[src/rtl/two_min_pkg.sv]
// rtl/two_min_pkg.sv - shared types and constants for the two-minimum search controller
//
// Purpose: FSM state encoding, default datapath widths, the (ed, node) pair
// type and its all-ones initial value.
package two_min_pkg;

    localparam int DEF_ED_W   = 16;
    localparam int DEF_NODE_W = 8;

    typedef enum logic [1:0] {
        ST_IDLE  = 2'd0,
        ST_FETCH = 2'd1,
        ST_DRAIN = 2'd2,
        ST_HOLD  = 2'd3
    } state_t;

    typedef struct packed {
        logic [DEF_ED_W-1:0]   ed;
        logic [DEF_NODE_W-1:0] node;
    } pair_t;

    // "Nothing found yet": larger than any real distance, invalid node.
    localparam pair_t PAIR_INIT = '1;

endpackage

[src/rtl/two_min_search_best_two.sv]
// rtl/two_min_search_best_two.sv - running smallest/second-smallest (ed, node) tracker
//
// Purpose: keeps the two best (lowest ED) pairs seen since the last clear.
// Ports:
//   clk, rst_n          clock, asynchronous active-low reset
//   clear               reload both pairs with all ones (wins over in_valid)
//   in_valid, ed, node  candidate pair to fold into the running result
//   min1_ed/min1_node   smallest ED seen and its node
//   min2_ed/min2_node   second-smallest ED seen and its node
module best_two_tracker
    import two_min_pkg::*;
#(
    parameter int ED_W   = DEF_ED_W,
    parameter int NODE_W = DEF_NODE_W
) (
    input  logic              clk,
    input  logic              rst_n,
    input  logic              clear,
    input  logic              in_valid,
    input  logic [ED_W-1:0]   ed,
    input  logic [NODE_W-1:0] node,
    output logic [ED_W-1:0]   min1_ed,
    output logic [NODE_W-1:0] min1_node,
    output logic [ED_W-1:0]   min2_ed,
    output logic [NODE_W-1:0] min2_node
);

    logic [ED_W-1:0]   r_min1_ed;
    logic [NODE_W-1:0] r_min1_node;
    logic [ED_W-1:0]   r_min2_ed;
    logic [NODE_W-1:0] r_min2_node;

    // Strict compares: with nodes presented in ascending order, an equal ED
    // never displaces the earlier node, so ties resolve to the lowest index.
    always_ff @(posedge clk or negedge rst_n) begin
        if (!rst_n) begin
            r_min1_ed   <= '1;
            r_min1_node <= '1;
            r_min2_ed   <= '1;
            r_min2_node <= '1;
        end else if (clear) begin
            r_min1_ed   <= '1;
            r_min1_node <= '1;
            r_min2_ed   <= '1;
            r_min2_node <= '1;
        end else if (in_valid) begin
            if (ed < r_min1_ed) begin
                r_min2_ed   <= r_min1_ed;
                r_min2_node <= r_min1_node;
                r_min1_ed   <= ed;
                r_min1_node <= node;
            end else if (ed < r_min2_ed) begin
                r_min2_ed   <= ed;
                r_min2_node <= node;
            end
        end
    end

    assign min1_ed   = r_min1_ed;
    assign min1_node = r_min1_node;
    assign min2_ed   = r_min2_ed;
    assign min2_node = r_min2_node;

endmodule

[src/rtl/two_min_search_ctrl.sv]
// rtl/two_min_search_ctrl.sv - sequencer streaming candidate EDs into a best-two tracker
//
// Purpose: on start, reads N EDs from external memory (addr = node index),
// tracks the two smallest and presents them on a valid/ready result port.
// Ports:
//   clk, rst_n                   clock, asynchronous active-low reset
//   start, num_cand              search request and candidate count (IDLE only)
//   abort                        cancel an in-flight search (FETCH/DRAIN only)
//   busy                         not IDLE
//   ed_rd_en, ed_rd_addr         ED memory read strobe/address
//   ed_rd_data                   ED memory data, one cycle after ed_rd_en
//   res_valid, res_ready         result handshake
//   res_min1_*/res_min2_*        smallest / second-smallest ED and node
//   res_err                      search rejected (N out of range)
module two_min_search_ctrl
    import two_min_pkg::*;
#(
    parameter int ED_W   = DEF_ED_W,
    parameter int NODE_W = DEF_NODE_W,
    parameter int CNT_W  = NODE_W + 1
) (
    input  logic              clk,
    input  logic              rst_n,
    input  logic              start,
    input  logic [CNT_W-1:0]  num_cand,
    input  logic              abort,
    output logic              busy,
    output logic              ed_rd_en,
    output logic [NODE_W-1:0] ed_rd_addr,
    input  logic [ED_W-1:0]   ed_rd_data,
    output logic              res_valid,
    input  logic              res_ready,
    output logic [ED_W-1:0]   res_min1_ed,
    output logic [ED_W-1:0]   res_min2_ed,
    output logic [NODE_W-1:0] res_min1_node,
    output logic [NODE_W-1:0] res_min2_node,
    output logic              res_err
);

    localparam logic [CNT_W-1:0] MAX_N = CNT_W'(2 ** NODE_W);

    state_t            r_state;
    state_t            w_next;
    logic [NODE_W-1:0] r_idx;
    logic [CNT_W-1:0]  r_n_lat;
    logic              r_err;
    logic              r_pv;
    logic [NODE_W-1:0] r_pnode;
    logic              r_res_valid;
    logic              r_res_err;
    logic [ED_W-1:0]   r_res_min1_ed;
    logic [ED_W-1:0]   r_res_min2_ed;
    logic [NODE_W-1:0] r_res_min1_node;
    logic [NODE_W-1:0] r_res_min2_node;

    logic              w_n_ok;
    logic              w_last;
    logic              w_clear;
    logic [ED_W-1:0]   w_min1_ed;
    logic [ED_W-1:0]   w_min2_ed;
    logic [NODE_W-1:0] w_min1_node;
    logic [NODE_W-1:0] w_min2_node;

    assign w_n_ok  = (num_cand != '0) && (num_cand <= MAX_N);
    assign w_last  = (CNT_W'(r_idx) == (r_n_lat - CNT_W'(1)));
    assign w_clear = (r_state == ST_IDLE) && start;

    always_comb begin
        w_next = r_state;
        case (r_state)
            ST_IDLE: begin
                if (start) begin
                    w_next = w_n_ok ? ST_FETCH : ST_HOLD;
                end
            end
            ST_FETCH: begin
                if (abort) begin
                    w_next = ST_IDLE;
                end else if (w_last) begin
                    w_next = ST_DRAIN;
                end
            end
            ST_DRAIN: begin
                w_next = abort ? ST_IDLE : ST_HOLD;
            end
            ST_HOLD: begin
                if (r_res_valid && res_ready) begin
                    w_next = ST_IDLE;
                end
            end
            default: w_next = ST_IDLE;
        endcase
    end

    always_ff @(posedge clk or negedge rst_n) begin
        if (!rst_n) begin
            r_state         <= ST_IDLE;
            r_idx           <= '0;
            r_n_lat         <= '0;
            r_err           <= 1'b0;
            r_pv            <= 1'b0;
            r_pnode         <= '0;
            r_res_valid     <= 1'b0;
            r_res_err       <= 1'b0;
            r_res_min1_ed   <= '1;
            r_res_min2_ed   <= '1;
            r_res_min1_node <= '1;
            r_res_min2_node <= '1;
        end else begin
            r_state <= w_next;

            // Read pipeline: the node travels with the one-cycle memory latency.
            // An abort kills the read issued in the same cycle.
            r_pv    <= (r_state == ST_FETCH) && !abort;
            r_pnode <= r_idx;

            if ((r_state == ST_FETCH) && !abort && !w_last) begin
                r_idx <= r_idx + NODE_W'(1);
            end else begin
                r_idx <= '0;
            end

            if (w_clear) begin
                r_n_lat <= num_cand;
                r_err   <= !w_n_ok;
            end

            // First HOLD cycle captures the settled tracker; the tracker was
            // cleared at start, so a rejected search captures all ones.
            if (r_state == ST_HOLD) begin
                if (!r_res_valid) begin
                    r_res_valid     <= 1'b1;
                    r_res_err       <= r_err;
                    r_res_min1_ed   <= w_min1_ed;
                    r_res_min2_ed   <= w_min2_ed;
                    r_res_min1_node <= w_min1_node;
                    r_res_min2_node <= w_min2_node;
                end else if (res_ready) begin
                    r_res_valid <= 1'b0;
                    r_res_err   <= 1'b0;
                end
            end
        end
    end

    best_two_tracker #(
        .ED_W   (ED_W),
        .NODE_W (NODE_W)
    ) u_tracker (
        .clk       (clk),
        .rst_n     (rst_n),
        .clear     (w_clear),
        .in_valid  (r_pv),
        .ed        (ed_rd_data),
        .node      (r_pnode),
        .min1_ed   (w_min1_ed),
        .min1_node (w_min1_node),
        .min2_ed   (w_min2_ed),
        .min2_node (w_min2_node)
    );

    assign busy          = (r_state != ST_IDLE);
    assign ed_rd_en      = (r_state == ST_FETCH);
    assign ed_rd_addr    = r_idx;
    assign res_valid     = r_res_valid;
    assign res_err       = r_res_err;
    assign res_min1_ed   = r_res_min1_ed;
    assign res_min2_ed   = r_res_min2_ed;
    assign res_min1_node = r_res_min1_node;
    assign res_min2_node = r_res_min2_node;

endmodule

[config.mk]
export PLATFORM = sky130hd
export DESIGN_NAME = two_min_search_ctrl
export DESIGN_NICKNAME = d
export VERILOG_FILES = /design/src/rtl/two_min_pkg.sv /design/src/rtl/two_min_search_best_two.sv /design/src/rtl/two_min_search_ctrl.sv
export SDC_FILE = /design/constraint.sdc
export NUM_CORES = 1
export LEC_CHECK = 0
export ABC_AREA = 1
export CAP_MARGIN = 40
export CORE_ASPECT_RATIO = 1.25
export CORE_UTILIZATION = 43
export CTS_CLUSTER_DIAMETER = 50
export DETAILED_ROUTE_END_ITERATION = 12
export HOLD_SLACK_MARGIN = 0.1
export PLACE_DENSITY = 0.65
export SLEW_MARGIN = 20
export SYNTH_ARGS = -nofsm -noshare
export SYNTH_HDL_FRONTEND = slang
export SYNTH_HIERARCHICAL = 1
export SYNTH_SLANG_ARGS = --single-unit
[constraint.sdc]
create_clock -name clk -period 3.24 [get_ports clk]
set_input_delay 0.972 -clock clk [delete_from_list [all_inputs] [get_ports clk]]
set_output_delay 0.972 -clock clk [all_outputs]
set_load 0.02 [all_outputs]
Yosys cells after proc, flatten, opt, wreduce, memory -nomap -nowiden
Cells that the tools add are included.
Widths: inputs -> output; s select.
- latch bits: 0
- register bits: 127
- memories: 0
- memory bits (writable): 0
- word-level logic and storage cells: 75
- memory bits (read-only): 0
- $add $sub $neg: 2
- multiplexer cells: 26
- bitwise gates (word level): 1
- div/mod/pow operators: 0
- magnitude comparators: 3
- multiply operators: 0
- equality and inequality tests: 8
- reduce and logical (&&, ||, !) cells: 19
- shift-type cells: 0
- operators with widths (cell ; number):
    $mux 16 ; 7
    $mux 8 ; 8
    $lt 16x16->1 ; 2
    $mux 2 ; 6
    $eq 8x9->1 ; 1
    $le 9x9->1 const B ; 1
    $reduce_bool 9->1 ; 1
    $sub 9x1->9 const B ; 1
    $add 8x1->8 const B ; 1
    $pmux 2 s4 ; 1
    $reduce_and 2->1 ; 4
    $ne 2x2->1 const B ; 3
    $reduce_bool 2->1 ; 3
    $logic_and 1x1->1 ; 5
    $eq 2x2->1 const B ; 2
    $mux 1 ; 4
    $logic_not 1->1 ; 3
    $ne 3x2->1 const B ; 1
    $reduce_and 3->1 ; 1
    $reduce_bool 3->1 ; 1
    $eq 2x1->1 const B ; 1
    $logic_not 2->1 ; 1
    $not 1->1 ; 1

Longest topological paths before layout
Gate-level depths: netlist of the first run.
- word-level depth: 5
- mapped depth: 15
- gate-level depth less buffers: 14

Cells and area by module
Netlist of the first run, hierarchy kept.
- by module, submodules not included (module ; cells each ; times used ; sequential area each (um^2) ; area each (um^2)):
    two_min_search_ctrl ; 301 ; 1 ; 2037.0 ; 3385.7
    best_two_tracker ; 424 ; 1 ; 1261.2 ; 3194.3

Worst setup path before layout of the first run
Ideal clock, no wire load.
- path type: input to register
- from: input ed_rd_data[9]
- to: register u_tracker.r_min1_node[0], in the netlist u_tracker/min1_node[0]
- path buffers: 1
- stages: 11
- required time: 3179 ps
- library setup time: 61 ps
- arrival time: 2231 ps
- slack: 948 ps
- cells stage by stage: ha_1 -> nand2_1 -> inv_1 -> o21ai_1 -> a21oi_1 -> nor2_4 -> nand3_4 -> nand2_1 -> buf_4 -> o21ai_0 -> nand2_1
- longest elaborated chain between the ends: 3
- RTL lines (item ; RTL line ; source):
    start: declaration ; two_min_search_ctrl.sv:30 ; input logic [ED_W-1:0] ed_rd_data,
    $lt 16x16->1 ; two_min_search_best_two.sv:47 ; if (ed < r_min1_ed) begin
    $reduce_bool 2->1 (no source line) ; n/a ;
    $reduce_and 2->1 (no source line) ; n/a ;
    end signal: assignment ; two_min_search_best_two.sv:51 ; r_min1_node <= node;
    end: declaration ; two_min_search_best_two.sv:29 ; logic [NODE_W-1:0] r_min1_node;
No other way between the ends.
A chain may end at the register's enable or synchronous reset.

Worst setup path after layout of the first run
- from: input ed_rd_data[15]
- to: register u_tracker.r_min2_ed[10], in the netlist u_tracker/min2_ed[10]
- longest elaborated chain between the ends: 4
- elaborated cells between the ends (all ways): 7
- those cells by class: order compare: 2; mux: 3; reduce/logical: 2
- RTL lines (item ; RTL line ; source):
    $lt 16x16->1 ; two_min_search_best_two.sv:47 ;
    $mux 16 ; two_min_search_best_two.sv:47 ;
    $mux 16 ; two_min_search_best_two.sv:46 ; end else if (in_valid) begin
    $mux 16 ; two_min_search_best_two.sv:41 ; end else if (clear) begin
    end signal: assignment ; two_min_search_best_two.sv:48 ; r_min2_ed <= r_min1_ed;
    end: declaration ; two_min_search_best_two.sv:30 ; logic [ED_W-1:0] r_min2_ed;
Several ways; a longest one is shown, not always the timed one. The select of a mux whose other input is x is not followed.

==> results of run 1 <==
-- power breakdown --
group	total [mW]	switching (mW)	leakage, nW	internal [mW]
combinational	3.92	2.21	2.30	1.72
clock	1.96	0.714	0.304	1.25
sequential	3.11	0.484	1.42	2.63
-- worst register-to-register path, delay by kind of cell (launching register included) --
family	cells	cell delay, ns
adders and majority gates	1	0.32
buffers and inverters	1	0.06
DFF	1	0.55
and+or+nand+nor	8	1.35
-- kinds of logic (layout without fill, tap and decap cells) --
kind of cell / after synthesis / after routing
buf+inv: 106 / 214
fa+ha+maj: 32 / 32
flops: 127 / 127
simple gates: 346 / 346
xor+xnor: 7 / 7
mux: 48 / 48
compound gates: 59 / 59
-- synth_stat cells (all sizes together) --
cell type | instances | area [µm²]
dfstp | 96 | 2520
o211ai | 1 | 7.51
and3 | 1 | 6.26
xor2 | 5 | 43.8
or2 | 1 | 6.26
inv | 76 | 285
nor2 | 31 | 136
nand2 | 212 | 818
a21oi | 15 | 75.1
ha | 32 | 400
nand4 | 27 | 169
nor3 | 4 | 25.0
nand3b | 1 | 7.51
nor4 | 1 | 6.26
o21ai | 42 | 210
xnor2 | 2 | 17.5
nand3 | 68 | 368
mux2 | 48 | 541
a21boi | 1 | 7.51
dfrtp | 31 | 776
buf | 22 | 121
clkbuf | 8 | 30.0
-- worst paths after layout --
check | from | end | slack [ns] | cells after the start
worst max-delay path | ed_rd_data[15] | u_tracker/min2_ed[10] | 0.39 | 10
worst min-delay path | u_tracker/min1_node[5] | u_tracker/min1_node[5] | 0.48 | 2
worst max register to register | u_tracker/min1_ed[15] | u_tracker/min2_ed[10] | 0.91 | 10
worst min register to register | u_tracker/min1_node[5] | u_tracker/min1_node[5] | 0.48 | 2
max in group asynchronous | rst_n | u_tracker/min2_node[4] | 1.91 | 2
min in group asynchronous | rst_n | ed_rd_addr[6] | 0.60 | 1
-- state kept, by name, summed over array words and instances (netlist names) --
name                 flops
r_state                  2
res_min2_ed             16
res_err                  1
r_pnode                  8
r_pv                     1
u_tracker/min1_node      8
res_valid                1
u_tracker/min2_ed       16
ed_rd_addr               8
res_min2_node            8
u_tracker/min2_node      8
r_n_lat                  9
res_min1_ed             16
r_err                    1
res_min1_node            8
u_tracker/min1_ed       16
-- routing by layer --
layer  part of all wire  vias up  global-route usage
met5                  0        -                   0
met4              0.027        0               0.109
met3              0.057       33              0.0463
met2               0.51      179               0.367
met1               0.41     2558               0.249
li1                   -     2564                   -
-- stage by stage --
step / std cells / hold slack (ns) / setup slack [ns] / instance area (µm²)
after floorplan: 725 / 0.448 / 0.948 / 6580
after global placement: 983 / 0.462 / 0.112 / 7700
after detailed placement: 983 / 0.466 / 0.0308 / 7700
after CTS: 1015 / 0.475 / 0.426 / 8310
after global routing: 1015 / 0.497 / 0.280 / 8310
final: 1015 / 0.476 / 0.391 / 8310
-- cell type report --
type,count,area (µm²),area share
Sequential cell,127,3300,0.397
Multi-Input combinational cell,492,2850,0.343
Timing Repair Buffer,106,1040,0.125
Clock buffer,19,453,0.0545
Inverter,76,285,0.0343
Tap cell,182,228,0.0274
Clock inverter,13,160,0.0193
==> impl_summary.txt, run 1 <==
----------------------------------------------------
[Global route]
  Initial antenna violation count ... 0
  Total overflow reported by the global router ... 0
  Vias in the first global route ... 5517
  Global-route wire length before repair ... 26300 µm
  GRT Total Usage ... 0.213
  Largest net degree at the start of global routing ... just under 50

[Worst setup path]
  CP required ... between 3 and 4 ns
  Largest fanout on the critical path ... 24
  Setup Crit Path Kind ... in -> reg
  Worst path slowest cell ... sky130_fd_sc_hd__clkdlybuf4s50_1
  Cell Chain, Critical Path ... clkdlybuf4s50_1 -> ha_1 -> nand4_1 -> nor2_1 -> nand2_4 -> nand2_2 -> nand2_1 -> nand3_1 -> nand2_1 -> nand2_1
  Crit path largest cell delay ... slightly above 0.5 ns
  Startpoint type of the worst setup path ... input port
  Buffers plus inverters on the worst setup path ... 1
  Critical path capture point type ... flip-flop
  Worst Path Arrival ... ~3.2 ns
  Critical path's top delay family ... simple AND/OR/NAND/NOR gates
  Crit-path most repeated cell ... sky130_fd_sc_hd__nand2_1

[Final layout]
  Count of inserted antenna diode cells ... 0
  Final #Nets ... a little under 900
  Area grow syn2layout ... 26.3%
  Layout cell share with drive strength beyond 1 ... 0.257
  Fin util ... 0.556
  Commonest cells after routing, fill and taps aside ... 206 x sky130_fd_sc_hd__nand2_1, 96 x sky130_fd_sc_hd__dfstp_2, 88 x sky130_fd_sc_hd__clkdlybuf4s50_1
  Fill cell instance count of the final layout ... about 1300
  Commonest non-fill, non-tap cell in the layout ... sky130_fd_sc_hd__nand2_1

[Worst hold path]
  Worst hold path class ... reg -> reg

[STA]
  Final setup vio count ... 0
  Maximum clock frequency ... 351 MHz
  Worst Tran Pin Value ... about 0.64 ns
  Final Hold Viols ... 0
  Fin crit period ... ~2.8 ns
  Number of max-slew violations in the final report ... 0
  RSZ-0062 raised after global routing ... no
  Worst slew margin relative to its limit ... 0.570
  Total Neg Setup Slack ... 0 ns
  Skew final ... 0.00692 ns
  Crit share post-route ... 0.879

[Clock network]
  Post_cts resized ... 0
  Clock tree from TritonCTS ... yes
  Clock tree buffer depth ... 2
  CTS Hold Bufs ... 0
  Clock root buffer ... sky130_fd_sc_hd__clkbuf_16
  Clock edge transition at the registers on the reported setup and hold paths ... around 0.060 ns
  H-tree depth ... 4
  Number of sinks handled by clock tree synthesis ... approximately 130
  # Post-CTS Setup Buffers ... 0
  Num CTS Buffers ... 17
  Clock insertion delay at the later pin of the skew report ... between 0.4 and 0.5 ns

[Floorplanning]
  Number of top-level pins ... 90
  Die area ... about 16000 µm²
  Row count ... 50
  Initial standard-cell utilization of the core ... 0.440
  Horizontal extent of the die ... roughly 110 µm
  Floorplan Core Area ... approximately 15000 µm²
  Die Ht ... roughly 140 µm

[Placement]
  HPWL after detailed placement ... between 10000 and 15000 µm
  Final weighted congestion in routability-driven placement ... about 0.80
  Port buffer count ... ~90

[Synth]
  Post-synthesis share of cell area spent on full adders, half adders and majority gates ... 0.0608
  Simple logic cell fraction of the synthesized area ... 0.234
  Area fraction in compound gates after synthesis ... 0.0456
  Main combinational cell family by area after synthesis ... simple AND/OR/NAND/NOR gates
  Total number of yosys warnings ... 6
  Unique cell type count in the Yosys netlist ... 33
  Sequential element share of the synthesized area ... 0.501
  Cells after synthesis ... 725
  Synthesized-area fraction occupied by xor and xnor cells ... 0.00932
  Synth Register Bits ... between 100 and 150
  Mux share of post-synthesis cell area ... 0.0821
  Average size of a mapped cell ... around 9.1 µm²
  Number of nets produced by synthesis ... between 700 and 800
  Summed instance area of the synthesized netlist ... ~6600 µm²

[Drt]
  Post-route antenna net violation count ... 0
  Wire length per cell after detailed routing ... between 15 and 20 µm
  DRC errors left ... 0
  Number of optimization iterations in the first detailed-route pass ... 5
  Total detailed-routing wirelength ... between 15000 and 20000 µm
  Violation count after the first detailed-route iteration ... between 200 and 300
  Via Count ... ~5300
  Vias per cell ... between 5 and 6

[Pwr]
  Peak supply drop ... about 0.00043 V
  PnR Total Power ... 9.00 mW
  Power density normalized to cell area ... approximately 1100 nW/µm²
  Leakage dissipation ... 4.02 nW

[Outcome]
  Outcome ... complete, no violations

[Run]
  # Max-Cap Violations ... 0

----------------------------------------------------
(Power assumes the default switching activity.)
==> run 2, diff against run 1 <==
Settings changed: PLACE_DENSITY 0.65 to 0.72.
==> run 2 against run 1 <==
Effect of this change:
- die area is the same
- sequential cell count is the same
- setup slack gained 0.075 ns
- power grew 0.39%
- routed wire length shrank 3.7%
- non-clock buffer count grew 6
- clock skew shrank 0.0017 ns
- maximum frequency grew 2.7%
- largest cell class unchanged
- largest power group unchanged
- combinational power is essentially flat
- critical path type unchanged
- critical endpoint is now u_tracker/min2_node[4]
- global-route usage shrank 1.3 points
- hold slack lost 0.0029 ns
==> impl_summary.txt, run 2 (synthesized netlist as in run 1, its figures left out) <==
----------------------------------------------------
[Outcome]
  Outcome ... complete, no violations

[Worst hold path]
  Worst hold path class ... reg -> reg
  Worst hold path startpoint ... u_tracker/min1_node[7]

[STA]
  Final setup vio count ... 0 (unchanged)
  Maximum clock frequency ... 361 MHz (+2.7%)
  Worst Tran Pin Value ... 0.640 ns (-0.00426 ns)
  Crit share post-route ... 0.856 (-0.0233)
  Total Neg Setup Slack ... 0 ns (unchanged)
  Number of max-slew violations in the final report ... 0 (unchanged)
  Skew final ... 0.00523 ns (-0.00170 ns)
  Final Hold Viols ... 0 (unchanged)
  RSZ-0062 raised after global routing ... no
  Fin crit period ... 2.77 ns (-0.0755 ns)
  Worst slew margin relative to its limit ... 0.573 (+0.00284)

[Worst setup path]
  Buffers plus inverters on the worst setup path ... 4 (+3)
  Worst Path Arrival ... 3.11 ns (-0.10 ns)
  CP required ... 3.58 ns (-0.02 ns)
  Crit-path most repeated cell ... sky130_fd_sc_hd__nand2_1
  Crit path largest cell delay ... 0.50 ns (about the same)
  Critical path capture point type ... flip-flop
  Startpoint of the most critical register-to-register path ... u_tracker/min1_ed[5]
  Worst path slowest cell ... sky130_fd_sc_hd__clkdlybuf4s50_1
  Cell Chain, Critical Path ... clkdlybuf4s50_1 -> ha_1 -> nand2_1 -> inv_1 -> o21ai_1 -> a21oi_1 -> nor2_4 -> buf_4 -> nand2_2 -> buf_4 -> nand2_1 -> nand3_1 -> nand2_1 -> nand2_1
  Setup Crit Path Kind ... in -> reg
  Startpoint type of the worst setup path ... input port
  Largest fanout on the critical path ... 11 (-54%)
  Critical path's top delay family ... buffers and inverters
  Crit. Startpoint ... ed_rd_data[9]

[Placement]
  Final weighted congestion in routability-driven placement ... 0.840 (+4.7%)
  Port buffer count ... 89 (unchanged)
  HPWL after detailed placement ... 10500 µm (-2.2%)

[Global route]
  Initial antenna violation count ... 0 (unchanged)
  Total overflow reported by the global router ... 0 (unchanged)
  Global-route wire length before repair ... 24800 µm (-5.8%)
  GRT Total Usage ... 0.200 (-0.0128)
  Vias in the first global route ... 5203 (-5.7%)
  Largest net degree at the start of global routing ... 49 (unchanged)

[Run]
  # Max-Cap Violations ... 0 (unchanged)

[Drt]
  Post-route antenna net violation count ... 0 (unchanged)
  Via Count ... 5288 (-0.86%)
  Vias per cell ... 5.18 (-1.3%)
  Wire length per cell after detailed routing ... 14.6 µm (-4.1%)
  Number of optimization iterations in the first detailed-route pass ... 5 (unchanged)
  DRC errors left ... 0 (unchanged)
  Total detailed-routing wirelength ... 14900 µm (-3.7%)
  Violation count after the first detailed-route iteration ... 317 (+26%)

[Final layout]
  Layout cell share with drive strength beyond 1 ... 0.260 (+0.00324)
  Area grow syn2layout ... 27.1%
  Commonest non-fill, non-tap cell in the layout ... sky130_fd_sc_hd__nand2_1
  Count of inserted antenna diode cells ... 0 (unchanged)
  Commonest cells after routing, fill and taps aside ... 206 x sky130_fd_sc_hd__nand2_1, 96 x sky130_fd_sc_hd__dfstp_2, 88 x sky130_fd_sc_hd__clkdlybuf4s50_1
  Final #Nets ... 888 (+0.68%)

[Clock network]
  CTS Hold Bufs ... 0 (unchanged)
  Number of sinks handled by clock tree synthesis ... 127 (unchanged)
  Clock insertion delay at the later pin of the skew report ... 0.40 ns (-0.02 ns)
  Num CTS Buffers ... 17 (unchanged)
  Clock edge transition at the registers on the reported setup and hold paths ... 0.05 ns (about the same)
  Clock root buffer ... sky130_fd_sc_hd__clkbuf_16
  # Post-CTS Setup Buffers ... 0 (unchanged)
  H-tree depth ... 4 (unchanged)
  Clock tree from TritonCTS ... yes
  Clock tree buffer depth ... 2 (unchanged)
  Post_cts resized ... 0 (unchanged)

[Floorplanning]
  Die area ... 15800 µm² (unchanged)
  Horizontal extent of the die ... 113 µm (unchanged)
  Initial standard-cell utilization of the core ... 0.440 (unchanged)
  Die Ht ... 140 µm (unchanged)
  Number of top-level pins ... 90 (unchanged)
  Floorplan Core Area ... 15000 µm² (unchanged)
  Row count ... 50 (unchanged)

[Pwr]
  PnR Total Power ... 9.04 mW (+0.39%)
  Leakage dissipation ... 4.05 nW (+0.62%)
  Peak supply drop ... 0.000504 V (+16%)
  Power density normalized to cell area ... 1080 nW/µm² (-0.24%)

----------------------------------------------------
run 2: cell count changes in the layout (fill, tap and decap cells not counted):
cell | before | now
sky130_fd_sc_hd__inv_4 | 2 | 0
sky130_fd_sc_hd__buf_4 | 16 | 22
sky130_fd_sc_hd__clkinv_2 | 3 | 4
sky130_fd_sc_hd__clkinv_4 | 3 | 1
sky130_fd_sc_hd__inv_6 | 1 | 0
sky130_fd_sc_hd__clkinvlp_4 | 1 | 2
sky130_fd_sc_hd__bufinv_16 | 3 | 4
sky130_fd_sc_hd__clkbuf_1 | 0 | 1
run 2: path summary, 6_finish.rpt:
path,slack (ns),to,cells past startpoint
setup / recovery,0.47,u_tracker/min2_node[4],14
hold / removal,0.47,u_tracker/min1_node[7],2
setup reg to reg,1.00,u_tracker/min1_node[3],12
hold reg to reg,0.47,u_tracker/min1_node[7],2
max in group asynchronous,1.95,res_min2_node[5],2
min in group asynchronous,0.86,res_min2_ed[11],1
run 2: cell type report:
| class | count | area (µm²) |
|---|---|---|
| fillers | 1334 | 6590 |
| flip-flops and latches | 127 | 3300 |
| multi-input cells | 492 | 2850 |
| repair buffers | 112 | 1090 |
| clock buffers | 20 | 457 |
| inverters | 76 | 285 |
| well taps | 182 | 228 |
| clock inverters | 11 | 164 |
run 2: stage by stage:
| step | hold slack, ns | util | cell area [µm²] | instances | worst slack, ns |
|---|---|---|---|---|---|
| floorplan | 0.448 | - | 6580 | 725 | 0.948 |
| global placement | 0.463 | 0.518 | 7740 | 989 | 0.0992 |
| detailed placement | 0.463 | 0.518 | 7740 | 989 | 0.0719 |
| CTS | 0.472 | 0.559 | 8370 | 1020 | 0.509 |
| global route | 0.495 | 0.559 | 8370 | 1020 | 0.331 |
| finish | 0.473 | 0.559 | 8370 | 1020 | 0.467 |
run 2: layer usage:
layer  global-route usage  routed length (µm)  share of wire
met4               0.0758                 297          0.020
met3               0.0441                 621          0.042
met1                0.242                6430           0.43
met2                0.348                7570           0.51
met5                    0                   0              0
run 2: worst reg2reg max path, delay by kind of cell (launching register included):
family                   cells  cell delay, ns
AO/OA/AOI/OAI                2            0.20
adder cells (fa/ha/maj)      1            0.28
buffers and inverters        2            0.25
flip-flops                   1            0.54
AND/OR/NAND/NOR              7            0.90
run 2: power breakdown:
group	switching (mW)	leakage [nW]	total [mW]	internal, mW
combinational	2.18	2.33	3.94	1.75
clock	0.675	0.302	1.99	1.32
sequential	0.479	1.42	3.11	2.63
